**config.mk**
```make
export PLATFORM = sky130hd
export DESIGN_NAME = snake_game_sequencer_flat
export DESIGN_NICKNAME = d
export VERILOG_FILES = /design/src/rtl/snake_pkg.sv /design/src/rtl/snake_game_sequencer_if.sv /design/src/rtl/snake_dir_queue.sv /design/src/rtl/snake_game_sequencer.sv /design/src/flat_wrapper.sv
export SDC_FILE = /design/constraint.sdc
export NUM_CORES = 1
export LEC_CHECK = 0
export CAP_MARGIN = 5
export CORE_ASPECT_RATIO = 0.7
export CORE_MARGIN = 8
export CORE_UTILIZATION = 62
export CTS_CLUSTER_DIAMETER = 150
export DETAILED_ROUTE_END_ITERATION = 8
export PLACE_DENSITY = 0.87
export SYNTH_ARGS = -nofsm -noshare
export SYNTH_HDL_FRONTEND = slang
export SYNTH_SLANG_ARGS = --single-unit
```
**constraint.sdc**
```tcl
create_clock -name clk -period 9 [get_ports clk]
set_input_delay 1.35 -clock clk [delete_from_list [all_inputs] [get_ports clk]]
set_output_delay 1.35 -clock clk [all_outputs]
set_load 0.02 [all_outputs]
```
**src/rtl/snake_pkg.sv**
```systemverilog
// Shared state, direction and sound codes for the snake game sequencer.
package snake_pkg;

   typedef enum logic [1:0] {
      ST_IDLE  = 2'd0,
      ST_RUN   = 2'd1,
      ST_PAUSE = 2'd2,
      ST_OVER  = 2'd3
   } state_t;

   localparam logic [1:0] DIR_UP    = 2'd0;
   localparam logic [1:0] DIR_RIGHT = 2'd1;
   localparam logic [1:0] DIR_DOWN  = 2'd2;
   localparam logic [1:0] DIR_LEFT  = 2'd3;

   localparam logic [1:0] SND_START = 2'd0;
   localparam logic [1:0] SND_EAT   = 2'd1;
   localparam logic [1:0] SND_LEVEL = 2'd2;
   localparam logic [1:0] SND_OVER  = 2'd3;

   function automatic logic [1:0] dir_rev(input logic [1:0] d);
      return d ^ 2'b10;
   endfunction

endpackage

```
**src/rtl/snake_game_sequencer_if.sv**
```systemverilog
// Command, data-manager and status bundle of the snake game sequencer.
interface snake_game_sequencer_if #(
   parameter int N  = 16,
   parameter int M  = 2,
   parameter int LW = 3
);
   logic [1:0]    dir_in;
   logic          dir_vld_in;
   logic          sp_evt_in;
   logic          rst_evt_in;
   logic          mode_in;
   logic          food_in;
   logic          col_in;
   logic [1:0]    state_out;
   logic [1:0]    dir_out;
   logic          mv_out;
   logic          grow_out;
   logic          genf_out;
   logic          rst_dm_out;
   logic [N-1:0]  sc_out;
   logic [N-1:0]  hi_out;
   logic [LW-1:0] lvl_out;
   logic [M-1:0]  snd_evt_out;
   logic          snd_trig_out;

   modport master (
      output dir_in, dir_vld_in, sp_evt_in,
      output rst_evt_in, mode_in, food_in, col_in,
      input  state_out, dir_out, mv_out, grow_out,
      input  genf_out, rst_dm_out, sc_out, hi_out,
      input  lvl_out, snd_evt_out, snd_trig_out
   );

   modport slave (
      input  dir_in, dir_vld_in, sp_evt_in,
      input  rst_evt_in, mode_in, food_in, col_in,
      output state_out, dir_out, mv_out, grow_out,
      output genf_out, rst_dm_out, sc_out, hi_out,
      output lvl_out, snd_evt_out, snd_trig_out
   );
endinterface

```
**src/rtl/snake_dir_queue.sv**
```systemverilog
// Small direction FIFO; drops duplicates and reversals of the last entry.
module snake_dir_queue
   import snake_pkg::*;
#(
   parameter int DQ = 2
) (
   input  logic       clk,
   input  logic       rst,
   input  logic       flush,
   input  logic       push,
   input  logic [1:0] push_dir,
   input  logic [1:0] cur_dir,
   input  logic       pop,
   output logic       empty,
   output logic [1:0] head
);
   localparam int CW = $clog2(DQ + 1);

   logic [1:0]    q [DQ];
   logic [CW-1:0] cnt;
   logic [1:0]    last;
   logic          acc;
   logic          deq;

   // Filter against the newest queued heading, else the live one.
   always_comb begin
      last = cur_dir;
      for (int i = 0; i < DQ; i++)
         if (cnt == CW'(i + 1)) last = q[i];
   end

   assign empty = (cnt == '0);
   assign head  = q[0];
   assign deq   = pop && !empty;
   assign acc   = push && (cnt != CW'(DQ)) &&
                  (push_dir != last) &&
                  (push_dir != dir_rev(last));

   always_ff @(posedge clk or posedge rst) begin
      if (rst) begin
         cnt <= '0;
         for (int i = 0; i < DQ; i++) q[i] <= DIR_UP;
      end else if (flush) begin
         cnt <= '0;
      end else begin
         if (deq)
            for (int i = 0; i < DQ - 1; i++) q[i] <= q[i+1];
         if (acc)
            for (int i = 0; i < DQ; i++)
               if (CW'(i) == cnt - CW'(deq)) q[i] <= push_dir;
         cnt <= cnt + CW'(acc) - CW'(deq);
      end
   end

endmodule

```
**src/rtl/snake_game_sequencer.sv**
```systemverilog
// Snake game controller: state machine, move tick, scoring, levels
// and sound events.
module snake_game_sequencer
   import snake_pkg::*;
#(
   parameter int N           = 16,
   parameter int M           = 2,
   parameter int DQ          = 2,
   parameter int LW          = 3,
   parameter int TICK_BASE   = 10_000_000,
   parameter int TICK_STEP   = 1_000_000,
   parameter int TICK_MIN    = 2_000_000,
   parameter int PTS_PER_LVL = 5
) (
   input  logic                  clk,
   input  logic                  rst,
   snake_game_sequencer_if.slave bus
);
   localparam int CW = $clog2(TICK_BASE);
   localparam int FW = $clog2(PTS_PER_LVL + 1);

   function automatic logic [CW-1:0] reload(
      input logic [LW-1:0] l,
      input logic          m
   );
      longint dec;
      dec = longint'(l) * longint'(TICK_STEP);
      if (!m) return CW'(TICK_BASE - 1);
      if (dec >= longint'(TICK_BASE - TICK_MIN))
         return CW'(TICK_MIN - 1);
      return CW'(longint'(TICK_BASE) - dec - 1);
   endfunction

   state_t        state;
   logic [1:0]    dir;
   logic [N-1:0]  sc, hi;
   logic [LW-1:0] lvl;
   logic [FW-1:0] fcnt;
   logic [CW-1:0] cnt;
   logic          mv, win, grow, genf, gen_pend;
   logic          rst_dm, snd_trig;
   logic [M-1:0]  snd_evt;
   logic          start, flush, tick, live;
   logic          q_empty;
   logic [1:0]    q_head;

   assign live  = (state == ST_RUN) || (state == ST_PAUSE);
   assign start = bus.sp_evt_in && !bus.rst_evt_in &&
                  ((state == ST_IDLE) || (state == ST_OVER));
   assign flush = bus.rst_evt_in || start;
   // A start/pause strobe on the zero count defers the move.
   assign tick  = (state == ST_RUN) && (cnt == '0) &&
                  !bus.sp_evt_in && !bus.rst_evt_in;

   snake_dir_queue #(.DQ(DQ)) u_q (
      .clk      (clk),
      .rst      (rst),
      .flush    (flush),
      .push     (bus.dir_vld_in && live),
      .push_dir (bus.dir_in),
      .cur_dir  (dir),
      .pop      (tick),
      .empty    (q_empty),
      .head     (q_head)
   );

   always_ff @(posedge clk or posedge rst) begin
      if (rst) begin
         state    <= ST_IDLE;
         dir      <= DIR_RIGHT;
         sc       <= '0;
         hi       <= '0;
         lvl      <= '0;
         fcnt     <= '0;
         cnt      <= CW'(TICK_BASE - 1);
         mv       <= 1'b0;
         win      <= 1'b0;
         grow     <= 1'b0;
         genf     <= 1'b0;
         gen_pend <= 1'b0;
         rst_dm   <= 1'b0;
         snd_evt  <= '0;
         snd_trig <= 1'b0;
      end else begin
         mv       <= 1'b0;
         win      <= mv;
         grow     <= 1'b0;
         genf     <= gen_pend;
         gen_pend <= 1'b0;
         rst_dm   <= 1'b0;
         snd_trig <= 1'b0;
         if (bus.rst_evt_in) begin
            state  <= ST_IDLE;
            rst_dm <= 1'b1;
            sc     <= '0;
            lvl    <= '0;
            fcnt   <= '0;
            cnt    <= CW'(TICK_BASE - 1);
            win    <= 1'b0;
            genf   <= 1'b0;
         end else begin
            unique case (state)
               ST_IDLE, ST_OVER: if (start) begin
                  state    <= ST_RUN;
                  rst_dm   <= 1'b1;
                  gen_pend <= 1'b1;
                  sc       <= '0;
                  lvl      <= '0;
                  fcnt     <= '0;
                  dir      <= DIR_RIGHT;
                  cnt      <= reload('0, bus.mode_in);
                  win      <= 1'b0;
                  snd_evt  <= M'(SND_START);
                  snd_trig <= 1'b1;
               end
               ST_RUN: begin
                  if (bus.sp_evt_in) begin
                     state <= ST_PAUSE;
                  end else if (cnt == '0) begin
                     mv  <= 1'b1;
                     cnt <= reload(lvl, bus.mode_in);
                     if (!q_empty) dir <= q_head;
                  end else begin
                     cnt <= cnt - CW'(1);
                  end
               end
               ST_PAUSE: if (bus.sp_evt_in) state <= ST_RUN;
            endcase
            // Window response last so collision beats a pause.
            if (win) begin
               if (bus.col_in) begin
                  state    <= ST_OVER;
                  if (sc > hi) hi <= sc;
                  snd_evt  <= M'(SND_OVER);
                  snd_trig <= 1'b1;
               end else if (bus.food_in) begin
                  if (sc != '1) sc <= sc + N'(1);
                  grow     <= 1'b1;
                  genf     <= 1'b1;
                  snd_trig <= 1'b1;
                  if (fcnt == FW'(PTS_PER_LVL - 1)) begin
                     fcnt    <= '0;
                     if (lvl != '1) lvl <= lvl + LW'(1);
                     snd_evt <= M'(SND_LEVEL);
                  end else begin
                     fcnt    <= fcnt + FW'(1);
                     snd_evt <= M'(SND_EAT);
                  end
               end
            end
         end
      end
   end

   assign bus.state_out    = state;
   assign bus.dir_out      = dir;
   assign bus.mv_out       = mv;
   assign bus.grow_out     = grow;
   assign bus.genf_out     = genf;
   assign bus.rst_dm_out   = rst_dm;
   assign bus.sc_out       = sc;
   assign bus.hi_out       = hi;
   assign bus.lvl_out      = lvl;
   assign bus.snd_evt_out  = snd_evt;
   assign bus.snd_trig_out = snd_trig;

endmodule

```
**src/flat_wrapper.sv**
```systemverilog
// flat-port wrapper written by rule: the top's interface ports become plain ports
module snake_game_sequencer_flat import snake_pkg::*;
#(
   parameter int N           = 16,
   parameter int M           = 2,
   parameter int DQ          = 2,
   parameter int LW          = 3,
   parameter int TICK_BASE   = 10_000_000,
   parameter int TICK_STEP   = 1_000_000,
   parameter int TICK_MIN    = 2_000_000,
   parameter int PTS_PER_LVL = 5
)
  (clk, rst, bus_dir_in, bus_dir_vld_in, bus_sp_evt_in, bus_rst_evt_in, bus_mode_in, bus_food_in, bus_col_in, bus_state_out, bus_dir_out, bus_mv_out, bus_grow_out, bus_genf_out, bus_rst_dm_out, bus_sc_out, bus_hi_out, bus_lvl_out, bus_snd_evt_out, bus_snd_trig_out);
  snake_game_sequencer_if #(.N(N), .M(M), .LW(LW)) bus_i ();
  input  logic clk;
  input  logic rst;
  input wire logic [$bits(bus_i.dir_in)-1:0] bus_dir_in;
  input wire logic [$bits(bus_i.dir_vld_in)-1:0] bus_dir_vld_in;
  input wire logic [$bits(bus_i.sp_evt_in)-1:0] bus_sp_evt_in;
  input wire logic [$bits(bus_i.rst_evt_in)-1:0] bus_rst_evt_in;
  input wire logic [$bits(bus_i.mode_in)-1:0] bus_mode_in;
  input wire logic [$bits(bus_i.food_in)-1:0] bus_food_in;
  input wire logic [$bits(bus_i.col_in)-1:0] bus_col_in;
  output wire logic [$bits(bus_i.state_out)-1:0] bus_state_out;
  output wire logic [$bits(bus_i.dir_out)-1:0] bus_dir_out;
  output wire logic [$bits(bus_i.mv_out)-1:0] bus_mv_out;
  output wire logic [$bits(bus_i.grow_out)-1:0] bus_grow_out;
  output wire logic [$bits(bus_i.genf_out)-1:0] bus_genf_out;
  output wire logic [$bits(bus_i.rst_dm_out)-1:0] bus_rst_dm_out;
  output wire logic [$bits(bus_i.sc_out)-1:0] bus_sc_out;
  output wire logic [$bits(bus_i.hi_out)-1:0] bus_hi_out;
  output wire logic [$bits(bus_i.lvl_out)-1:0] bus_lvl_out;
  output wire logic [$bits(bus_i.snd_evt_out)-1:0] bus_snd_evt_out;
  output wire logic [$bits(bus_i.snd_trig_out)-1:0] bus_snd_trig_out;
  assign bus_i.dir_in = bus_dir_in;
  assign bus_i.dir_vld_in = bus_dir_vld_in;
  assign bus_i.sp_evt_in = bus_sp_evt_in;
  assign bus_i.rst_evt_in = bus_rst_evt_in;
  assign bus_i.mode_in = bus_mode_in;
  assign bus_i.food_in = bus_food_in;
  assign bus_i.col_in = bus_col_in;
  assign bus_state_out = bus_i.state_out;
  assign bus_dir_out = bus_i.dir_out;
  assign bus_mv_out = bus_i.mv_out;
  assign bus_grow_out = bus_i.grow_out;
  assign bus_genf_out = bus_i.genf_out;
  assign bus_rst_dm_out = bus_i.rst_dm_out;
  assign bus_sc_out = bus_i.sc_out;
  assign bus_hi_out = bus_i.hi_out;
  assign bus_lvl_out = bus_i.lvl_out;
  assign bus_snd_evt_out = bus_i.snd_evt_out;
  assign bus_snd_trig_out = bus_i.snd_trig_out;
  snake_game_sequencer #(.N(N), .M(M), .DQ(DQ), .LW(LW), .TICK_BASE(TICK_BASE), .TICK_STEP(TICK_STEP), .TICK_MIN(TICK_MIN), .PTS_PER_LVL(PTS_PER_LVL)) u_core (.clk(clk), .rst(rst), .bus(bus_i));
endmodule
```
==> results.md <==
- Critical path class: in2reg
- Crit path DAT: around 4.3 ns
- Leakage power: around 2.6 nW
- Synthesis Warnings: 0
- Initial antenna violation count: 0
- Synth top area cells: dfrtp_1 32%, ha_1 9.8%, dfstp_2 7.5%, a21oi_1 5.9%, mux2_2 3.7%
- Pre-antenna DRT Iters: 6
- Tightest Pin Transition: 1.17 ns
- Max VDD drop: 143 uV
- Post-CTS Setup Bufs: 0
- Area of the multi-input gates: 0.00295 mm^2
- Max transition margin: 21.7%
- Starting Density: around 63%
- Mapped Cells: slightly below 600
- CP required: around 9 ns
- Worst Hold Path Cells: 2
- Gpl congestion: 0.936
- Core area: 0.00834 mm^2
- Setup crit end kind: flip-flop
- Syn Std Cell Area: 0.00524 mm^2
- CTS tree: yes
- Num ports: 56
- Die Y: 92.9 um
- CTS sink cnt: 81
- NumNets Final: 677
- Startpoint types: input port
- Sequential-to-total area share from yosys stat: 39.1%
- H-tree depth: 3
- Yosys cell types: 65
- Die X: 126 um
- Unrepaired setup endpoints after global routing: no
- Setup WS post-layout: 4.97 ns
- Max cap viols: 0
- Maximum net fanout on the critical path: 7
- Post-route DRC: 0
- DR vias/cell: about 6.5
- PortBufs: 55
- Final WL: 13900 um
- Gr ovfl total: 0
- Post-cts gate resize count: 0
- Vias in the first global route: between 4000 and 5000
- FF-to-FF Start: u_core.bus.lvl_out[0]
- Antenna Nets Post-Route: 0
- Post-synth EDFFs: 0
- Yosys reg bits: 81
- Ant. Diodes: 0
- Hold Path Origin: u_core.gen_pend
- # hold bufs at CTS: 0
- Hold WC Path Type: reg2reg
- Fraction of layout cells with a size suffix above 1: roughly 10%
- Placed Cells: 717
- Reg2reg setup slack: approximately 5 ns
- Cell taking the most area after synthesis: dfrtp_1
- DR vias: roughly 4700
- Post-synth top area share: 31.5%
- Routed len/inst: 19.0 um
- Root Driver: clkbuf_16
- Initial drt markers: 643
- Hold endpoint: u_core.bus.genf_out
- Fillers: 590
- Pre-CTS WS: 4.66 ns
- Clk_lat worst skew: 0.34 ns
- Most used DFF post-synth: dfrtp_1
- Tot GR Track Use: 24.2%
- CTS Buf Count: 9
- Syn_nets: 631
- Setup Skew: 0.00684 ns
- Synth top cells by count: 66 x dfrtp_1, 62 x a21oi_1, 50 x nor2_1
- Post-route insts no fill: 733
- Period utilization: 44.7%
- Largest net degree at the start of global routing: 82
- Final hold viol count: 0
- Layout area overhead: 17.3%
- Worst Hold Slack: 0.493 ns
- Most common cell in the netlist: dfrtp_1
- Die area: between 0.01 and 0.015 mm^2
- RR Endpoint: u_core.cnt[11]
- Final setup fails: 0
- Hpwl dp: slightly below 10000 um
- Avg Inst Size Synth: 9.08 um^2
- Fin Setup TNS: 0 ns
- Clk pin slew, worst setup/hold paths: about 0.06 ns
- Global-route wire length before repair: about 23000 um
- Max Slew Vio Count: 0
- Min Tclk post-route: 4.03 ns
- Design Power: 880 uW
- Pwr Density: approximately 140 mW/mm^2
- Register cell area after layout: 0.00205 mm^2
- # rows: 28
- Ys async rst share: between 90% and 100%
- Worst R2R Path Depth: 10
- CTS Buffer Depth: 2
- Fmax: 248 MHz
- Run status: finished clean
power by group:
part	total, mW	internal (mW)	switching, mW	leakage [nW]
logic	0.0942	0.0381	0.0561	1.38
registers	0.394	0.381	0.0130	1.06
clock network	0.392	0.243	0.149	0.146
worst max-delay path, stage by stage:
cell             delay (ns)
clkdlybuf4s50_1        0.50
nand2b_1               0.25
or2_2                  0.32
nor4_1                 0.61
ha_1                   0.36
or4_1                  0.56
mux2_2                 0.29
registers in the layout, summed over array words and instances, names as in the netlist, 2 cells and up:
signal / cells
u_core.cnt: 24
u_core.bus.hi_out: 16
u_core.bus.sc_out: 16
u_core.bus.lvl_out: 3
u_core.fcnt: 3
u_core.bus.dir_out: 2
u_core.bus.snd_evt_out: 2
u_core.bus.state_out: 2
u_core.u_q.cnt: 2
u_core.u_q.head: 2
u_core.u_q.q: 2
kinds of logic after synthesis:
logic type | share of synthesized area (%)
xor gates and xnor gates | 4.35
DFF | 39.1
muxes | 4.04
AOI/OAI and AO/OA | 18.1
and+or+nand+nor | 18.9
adders and majority gates | 10.9
buffers and inverters | 4.61
cell type report:
cell class	instances	share of cell area, %
sequential	81	33.3
clock buffer	11	3.79
tap	105	2.14
clock inverter	5	1.30
timing repair buffer	58	9.32
inverter	35	2.16
multi-input combinational	438	48.0
worst max-delay path by stage:
stage / cells after the start / endpoint / startpoint
2_1_floorplan: 6 / u_core.u_q.q[0] / bus_sp_evt_in
3_3_place_gp: 7 / u_core.u_q.q[0] / bus_sp_evt_in
3_5_place_dp: 7 / u_core.u_q.q[1] / bus_sp_evt_in
4_1_cts: 10 / u_core.cnt[14] / u_core.bus.lvl_out[0]
5_1_grt: 10 / u_core.cnt[11] / u_core.bus.lvl_out[0]
6_report: 7 / u_core.u_q.q[1] / bus_sp_evt_in
layout by cell type (no fill, tap or decap), types with 4 or more instances in the layout:
master,count
dfrtp_1,66
a21oi_1,62
clkdlybuf4s50_1,55
nor2_1,50
ha_1,41
nand2_1,40
inv_1,34
o21ai_0,32
nand3_1,27
mux2_2,17
xor2_1,16
dfstp_2,15
nor3_1,12
nand4_1,11
xnor2_1,10
nor4_1,10
clkbuf_16,9
or3_1,7
o21a_1,7
a31oi_1,7
nor2b_1,6
or2_2,5
a21o_1,5
and2_1,4
nand2b_1,4
o22ai_1,4
and3_1,4
stage by stage:
stage,instance area (um^2),util [%]
detailed placement,5830,70.0
finish,6150,73.7
global route,6150,73.7
global placement,5830,70.0
CTS,6150,73.7
floorplan,5240,-
layer usage:
metal  part of all wire [%]  GRT usage (%)
met5                      0              0
met4                    2.2           8.37
met3                    8.1           6.83
met2                     46           37.5
met1                     44           32.2
Power figures use the tool's default switching activity.
